File: src/rtl/wave_gen_bank_if.sv
// ---------------------------------------------------------------------------
// wave_gen_bank_if
// Sample-rate bus between the sample counter / phase accumulator (master side)
// and the waveform generator bank (slave side). There is no handshake; every
// field is sampled or updated once per clock.
//
//   cnt      master->slave  DATA_W   free-running sample counter
//   addr     master->slave  PHASE_W  phase accumulator value
//   en       master->slave  3        enables: [0]=saw, [1]=square, [2]=sine
//   saw_out  slave->master  DATA_W   sawtooth sample
//   sqr_out  slave->master  DATA_W   square sample
//   sin_out  slave->master  DATA_W   sine sample, offset binary
// ---------------------------------------------------------------------------
interface wave_gen_bank_if #(
    parameter int DATA_W  = 14,
    parameter int PHASE_W = 16
);
    logic [DATA_W-1:0]  cnt;
    logic [PHASE_W-1:0] addr;
    logic [2:0]         en;
    logic [DATA_W-1:0]  saw_out;
    logic [DATA_W-1:0]  sqr_out;
    logic [DATA_W-1:0]  sin_out;

    modport master (
        output cnt, addr, en,
        input  saw_out, sqr_out, sin_out
    );

    modport slave (
        input  cnt, addr, en,
        output saw_out, sqr_out, sin_out
    );
endinterface

File: src/rtl/wave_gen_bank.sv
// ---------------------------------------------------------------------------
// wave_gen_bank
// Registered bank of three DAC waveform generators (sawtooth, square, sine).
// Saw and square are derived from the caller's sample counter, sine is a
// quarter-wave table lookup on the top LUT_AW bits of the caller's phase
// accumulator. Each output is registered (1 clk latency) and forced to 0
// when its enable is low or while rst is high.
//
// Ports
//   clk  in   sample clock, rising edge
//   rst  in   asynchronous reset, active-high; clears all outputs
//   bus  slave modport of wave_gen_bank_if (cnt, addr, en in; three samples out)
// ---------------------------------------------------------------------------
module wave_gen_bank #(
    parameter int DATA_W  = 14,
    parameter int PHASE_W = 16,
    parameter int LUT_AW  = 8
) (
    input  logic            clk,
    input  logic            rst,
    wave_gen_bank_if.slave  bus
);

    localparam int QN = 1 << (LUT_AW - 2);                  // quarter-wave points
    localparam logic [DATA_W-1:0] MID = DATA_W'(1) << (DATA_W - 1);

    // Quarter-wave entry round(AMP * sin(pi/2 * k/QN)), evaluated at
    // elaboration with a Q30 fixed-point Taylor series so the table holds
    // plain constants. 12 terms leave the error far below one LSB.
    function automatic logic [DATA_W-2:0] q_entry(input int k);
        longint pi_q30;
        longint x;
        longint x2;
        longint term;
        longint s;
        longint amp;
        longint q;
        pi_q30 = 64'sd3373259426;
        x      = (longint'(k) * pi_q30 + (64'sd1 <<< (LUT_AW - 2))) >>> (LUT_AW - 1);
        x2     = (x * x) >>> 30;
        term   = x;
        s      = x;
        for (int n = 1; n <= 12; n++) begin
            term = -(((term * x2) >>> 30) / (longint'(2 * n) * longint'(2 * n + 1)));
            s    = s + term;
        end
        amp = (64'sd1 <<< (DATA_W - 1)) - 64'sd1;
        q   = (amp * s + (64'sd1 <<< 29)) >>> 30;
        if (q < 0) begin
            q = 0;
        end
        if (q > amp) begin
            q = amp;
        end
        return q[DATA_W-2:0];
    endfunction

    logic [DATA_W-2:0] q_tab [0:QN];

    for (genvar g = 0; g <= QN; g++) begin : g_qtab
        assign q_tab[g] = q_entry(g);
    end

    // Fine phase bits below the table index do not take part (no interpolation).
    logic unused_addr_lo;
    assign unused_addr_lo = ^bus.addr[PHASE_W-LUT_AW-1:0];

    logic [LUT_AW-1:0] k;
    logic [1:0]        quad;
    logic [LUT_AW-3:0] low;
    logic [LUT_AW-2:0] idx;
    logic [DATA_W-2:0] q_mag;
    logic [DATA_W-1:0] sin_val;

    logic [DATA_W-1:0] saw_d, saw_q;
    logic [DATA_W-1:0] sqr_d, sqr_q;
    logic [DATA_W-1:0] sin_d, sin_q;

    // Quadrants 1 and 3 walk the table backwards (QN-low); quadrants 2 and 3
    // sit below MID. Reaching index QN from quadrant 1/3 with low=0 covers the
    // peak points (k=64 and k=192) exactly.
    always_comb begin
        k    = bus.addr[PHASE_W-1 -: LUT_AW];
        quad = k[LUT_AW-1 -: 2];
        low  = k[LUT_AW-3:0];
        idx  = quad[0] ? ((LUT_AW-1)'(QN) - {1'b0, low}) : {1'b0, low};
        q_mag = q_tab[idx];
        if (quad[1]) begin
            sin_val = MID - {1'b0, q_mag};
        end else begin
            sin_val = MID + {1'b0, q_mag};
        end
    end

    always_comb begin
        saw_d = '0;
        sqr_d = '0;
        sin_d = '0;
        if (bus.en[0]) begin
            saw_d = bus.cnt;
        end
        if (bus.en[1] && bus.cnt[DATA_W-1]) begin
            sqr_d = '1;
        end
        if (bus.en[2]) begin
            sin_d = sin_val;
        end
    end

    always_ff @(posedge clk or posedge rst) begin
        if (rst) begin
            saw_q <= '0;
            sqr_q <= '0;
            sin_q <= '0;
        end else begin
            saw_q <= saw_d;
            sqr_q <= sqr_d;
            sin_q <= sin_d;
        end
    end

    assign bus.saw_out = saw_q;
    assign bus.sqr_out = sqr_q;
    assign bus.sin_out = sin_q;

endmodule

File: src/flat_wrapper.sv
// flat-port wrapper written by rule: the top's interface ports become plain ports
module wave_gen_bank_flat 
#(
    parameter int DATA_W  = 14,
    parameter int PHASE_W = 16,
    parameter int LUT_AW  = 8
)
  (clk, rst, bus_cnt, bus_addr, bus_en, bus_saw_out, bus_sqr_out, bus_sin_out);
  wave_gen_bank_if #(.DATA_W(DATA_W), .PHASE_W(PHASE_W)) bus_i ();
  input  logic clk;
  input  logic rst;
  input wire logic [$bits(bus_i.cnt)-1:0] bus_cnt;
  input wire logic [$bits(bus_i.addr)-1:0] bus_addr;
  input wire logic [$bits(bus_i.en)-1:0] bus_en;
  output wire logic [$bits(bus_i.saw_out)-1:0] bus_saw_out;
  output wire logic [$bits(bus_i.sqr_out)-1:0] bus_sqr_out;
  output wire logic [$bits(bus_i.sin_out)-1:0] bus_sin_out;
  assign bus_i.cnt = bus_cnt;
  assign bus_i.addr = bus_addr;
  assign bus_i.en = bus_en;
  assign bus_saw_out = bus_i.saw_out;
  assign bus_sqr_out = bus_i.sqr_out;
  assign bus_sin_out = bus_i.sin_out;
  wave_gen_bank #(.DATA_W(DATA_W), .PHASE_W(PHASE_W), .LUT_AW(LUT_AW)) u_core (.clk(clk), .rst(rst), .bus(bus_i));
endmodule
File: config.mk
export PLATFORM = sky130hd
export DESIGN_NAME = wave_gen_bank_flat
export DESIGN_NICKNAME = d
export VERILOG_FILES = /design/src/rtl/wave_gen_bank_if.sv /design/src/rtl/wave_gen_bank.sv /design/src/flat_wrapper.sv
export SDC_FILE = /design/constraint.sdc
export NUM_CORES = 1
export LEC_CHECK = 0
export ABC_CLOCK_PERIOD_IN_PS = 1300
export CORE_MARGIN = 10
export CORE_UTILIZATION = 55
export CTS_CLUSTER_SIZE = 16
export DETAILED_ROUTE_END_ITERATION = 8
export DONT_BUFFER_PORTS = 1
export PLACE_DENSITY = 0.74
export SLEW_MARGIN = 20
export SYNTH_ARGS = -nofsm -noshare
export SYNTH_HDL_FRONTEND = slang
export SYNTH_SLANG_ARGS = --single-unit
File: constraint.sdc
create_clock -name clk -period 1.3 [get_ports clk]
set_clock_uncertainty 0.1 [all_clocks]
set_input_delay 0.26 -clock clk [delete_from_list [all_inputs] [get_ports clk]]
set_output_delay 0.26 -clock clk [all_outputs]
set_load 0.005 [all_outputs]
==> flow_metrics.env <==
export IMPL_dieArea_um2=9370
export IMPL_cp_depth=13
export IMPL_endpoint="u_core.bus.sin_out[13]"
export IMPL_ys_seq_area_share_pct=22.4
export IMPL_grt_first_pass_wirelength_mm=19.1
export IMPL_ant_nets=0
export IMPL_nNetsFinal=546
export IMPL_synth_seq_cells=29
export IMPL_critPathTopFamily="simple AND/OR/NAND/NOR gates"
export IMPL_yosysTopAreaCell="dfrtp_1"
export IMPL_use_met2_pct=38.8
export IMPL_grt_util_all_layers_pct=24.2
export IMPL_vias_per_cell=6.69
export IMPL_ys_async_sr_fraction_pct=100
export IMPL_synth_top_area_share_pct=22.4
export IMPL_grt_max_degree=32
export IMPL_outcome="finished with violations"
export IMPL_leakage_uw=0.00203
export IMPL_cp_common_cell="buf_4"
export IMPL_drt_wl_total_mm=12.6
export IMPL_place_congestion=1.00
export IMPL_finalHoldWorstSlack_ns=-0.00265
export IMPL_ir_drop_mv=0.850
export IMPL_syn_inst=408
export IMPL_synth_ff_type="dfrtp_1"
export IMPL_finalCriticalPeriod_ns=2.95
export IMPL_synth_cell_types=76
export IMPL_violations="negative hold slack, negative setup slack"
export IMPL_initial_core_util_pct=57.9
export IMPL_clock_sinks=29
export IMPL_cts_tree="built"
export IMPL_cts_buffers=5
export IMPL_cts_root_buf="clkbuf_8"
export IMPL_final_common_cell="buf_4"
export IMPL_hold_class="in2reg"
export IMPL_globalRoute_totalOverflow=0
export IMPL_num_rows=27
export IMPL_setup_slack_ns=-1.65
export IMPL_setup_violations=14
export IMPL_fin_tns_setup_ns=-20.45
export IMPL_n_antenna_cell=0
export IMPL_stdcell_count=570
export IMPL_grt_pass1_vias=3543
export IMPL_yosysWarnings=0
export IMPL_core_area_um2=5610
export IMPL_drt_pass1_iter_count=5
export IMPL_htreeDepth=2
export IMPL_worstMarginPinSlew_ns=0.639
export IMPL_cp_startpoint="bus_addr[8]"
export IMPL_synth_area_top_cells="dfrtp_1 (22%), ha_1 (5.4%), mux2i_1 (5.2%), nor2_1 (3.9%), buf_4 (3.7%)"
export IMPL_dp_cells=535
export IMPL_ioPinCount=77
export IMPL_critPathBufInv=5
export IMPL_cp_end_kind="register"
export IMPL_wire_per_inst_um=22.0
export IMPL_slew_viol_final=0
export IMPL_crit_arrival_ns=3.07
export IMPL_criticalPathCategory="in2reg"
export IMPL_vias=3813
export IMPL_synth_area_um2=3240
export IMPL_area_growth_pct=45.1
export IMPL_start_kind="input pin"
export IMPL_layout_common_cells="buf_4 (105), nor2_1 (29), dfrtp_1 (29)"
export IMPL_use_met1_pct=30.8
export IMPL_max_freq_ghz=0.339
export IMPL_io_buffers=0
export IMPL_hold_violations=2
export IMPL_die_w_um=96.8
export IMPL_power_density_nw_per_um2=932
export IMPL_drt_initial_drc_count=410
export IMPL_fp_dieH_um=96.8
export IMPL_drive_above_1_share_pct=39.4
export IMPL_grt_busiest_layer="met2"
export IMPL_required_ns=1.42
export IMPL_avgSynthCellArea_um2=7.95
export IMPL_maxCapViolations=0
export IMPL_grt_use_met3_pct=7.74
export IMPL_drc=0
export IMPL_clk_pin_slew_worst_paths_ns=0.07
export IMPL_clock_path_buffers=2
export IMPL_rsz0062_at_grt="yes"
export IMPL_cpPeakStageDelay_ns=0.51
export IMPL_synth_nets=457
export IMPL_hpwl_mm=8.79
export IMPL_cp_slowest_cell="or4_1"
export IMPL_crit_fanout=25
export IMPL_synth_edf_count=0
export IMPL_max_slew_margin_pct=57.1
export IMPL_min_period_over_period_pct=227
export IMPL_crit_chain="inv_16 -> ha_4 -> buf_12 -> nor3b_4 -> o211ai_2 -> buf_4 -> buf_4 -> buf_4 -> a211o_1 -> a211o_4 -> or3_4 -> or4_1 -> a21oi_1"
export IMPL_antenna_found_initial=0
sequential cells by signal (all words and copies together) (netlist names):
name / count
u_core.bus.sin_out: 14
u_core.bus.sqr_out: 1
u_core.bus.saw_out: 14
layout make-up:
cell class	count	area (um^2)
Clock buffer	5	68.8
Clock inverter	3	17.5
Fill cell	352	900
Inverter	16	98.8
Multi-Input combinational cell	316	2640
Sequential cell	29	726
Tap cell	72	90.1
Timing Repair Buffer	129	1060
cell families (layout without fill, tap and decap cells):
| group | count (synthesis) | after routing | share of synthesized area, % |
|---|---|---|---|
| xor gates and xnor gates | 13 | 13 | 4.20 |
| adders and majority gates | 14 | 14 | 5.40 |
| muxes | 19 | 19 | 5.94 |
| AOI/OAI and AO/OA | 130 | 130 | 30.3 |
| buffers and inverters | 63 | 153 | 9.80 |
| DFF | 29 | 29 | 22.4 |
| and+or+nand+nor | 140 | 140 | 22.0 |
synth_stat cells (3+ instances only):
| library cell | instances |
|---|---|
| a211oi_1 | 4 |
| a21o_1 | 3 |
| a21oi_1 | 15 |
| a221o_1 | 3 |
| a221oi_1 | 6 |
| a31oi_1 | 13 |
| a32oi_1 | 5 |
| and2_1 | 19 |
| and3_1 | 4 |
| buf_1 | 4 |
| buf_2 | 11 |
| buf_4 | 16 |
| clkbuf_1 | 15 |
| dfrtp_1 | 29 |
| ha_1 | 14 |
| inv_1 | 14 |
| mux2i_1 | 17 |
| nand2_1 | 30 |
| nand2b_1 | 7 |
| nand3_1 | 10 |
| nand4_1 | 3 |
| nor2_1 | 34 |
| nor2b_1 | 4 |
| nor3_1 | 12 |
| o211ai_1 | 5 |
| o21ai_0 | 18 |
| o21ai_1 | 3 |
| o221ai_1 | 3 |
| o22ai_1 | 3 |
| o311ai_0 | 5 |
| o31a_1 | 5 |
| o31ai_1 | 5 |
| or2_2 | 4 |
| xnor2_1 | 5 |
| xor2_1 | 5 |
routing by layer:
layer  wire (um)  share of wire, %
met1        4860                39
met2        5980                48
met3        1310                10
met5           0                 0
met4         408               3.2
report_power, final:
group | switching [uW] | internal [uW]
Combinational | 1310 | 1250
Sequential | 64.8 | 997
Clock | 401 | 369
Total | 1780 | 2610
worst min-delay path by stage:
stage	from	end	slack, ns	depth (start not counted)
after floorplan	rst	u_core.bus.saw_out[0]	0.24	1
after global placement	rst	u_core.bus.saw_out[13]	0.03	1
after detailed placement	rst	u_core.bus.saw_out[8]	0.04	1
after CTS	bus_en[0]	u_core.bus.saw_out[4]	0.001	1
after global routing	bus_cnt[1]	u_core.bus.saw_out[1]	-0.0002	1
final	bus_en[2]	u_core.bus.sin_out[7]	-0.003	2
timing repair:
action | 4_1_cts | 5_1_grt
setup buffers | 9 | 7
endpoints found under the hold margin | 10 | 10
gates resized for setup | 37 | 32
hold buffers | 3 | 9
setup endpoints to repair | 14 | 14
pin swaps | 21 | 20
per-stage QoR:
stage / total power [uW] / hold WS (ns) / util (%) / area, um^2 / setup WS (ns)
floorplan: 2380 / 0.238 / - / 3490 / -2.11
global placement: 3070 / 0.0322 / 72.6 / 4070 / -2.00
detailed placement: 3100 / 0.0393 / 72.6 / 4070 / -2.02
CTS: 4060 / 0.00144 / 78.8 / 4420 / -1.59
global route: 4620 / -0.000216 / 84.0 / 4710 / -1.73
finish: 4390 / -0.00265 / 84.0 / 4710 / -1.65
(Power assumes the default switching activity.)
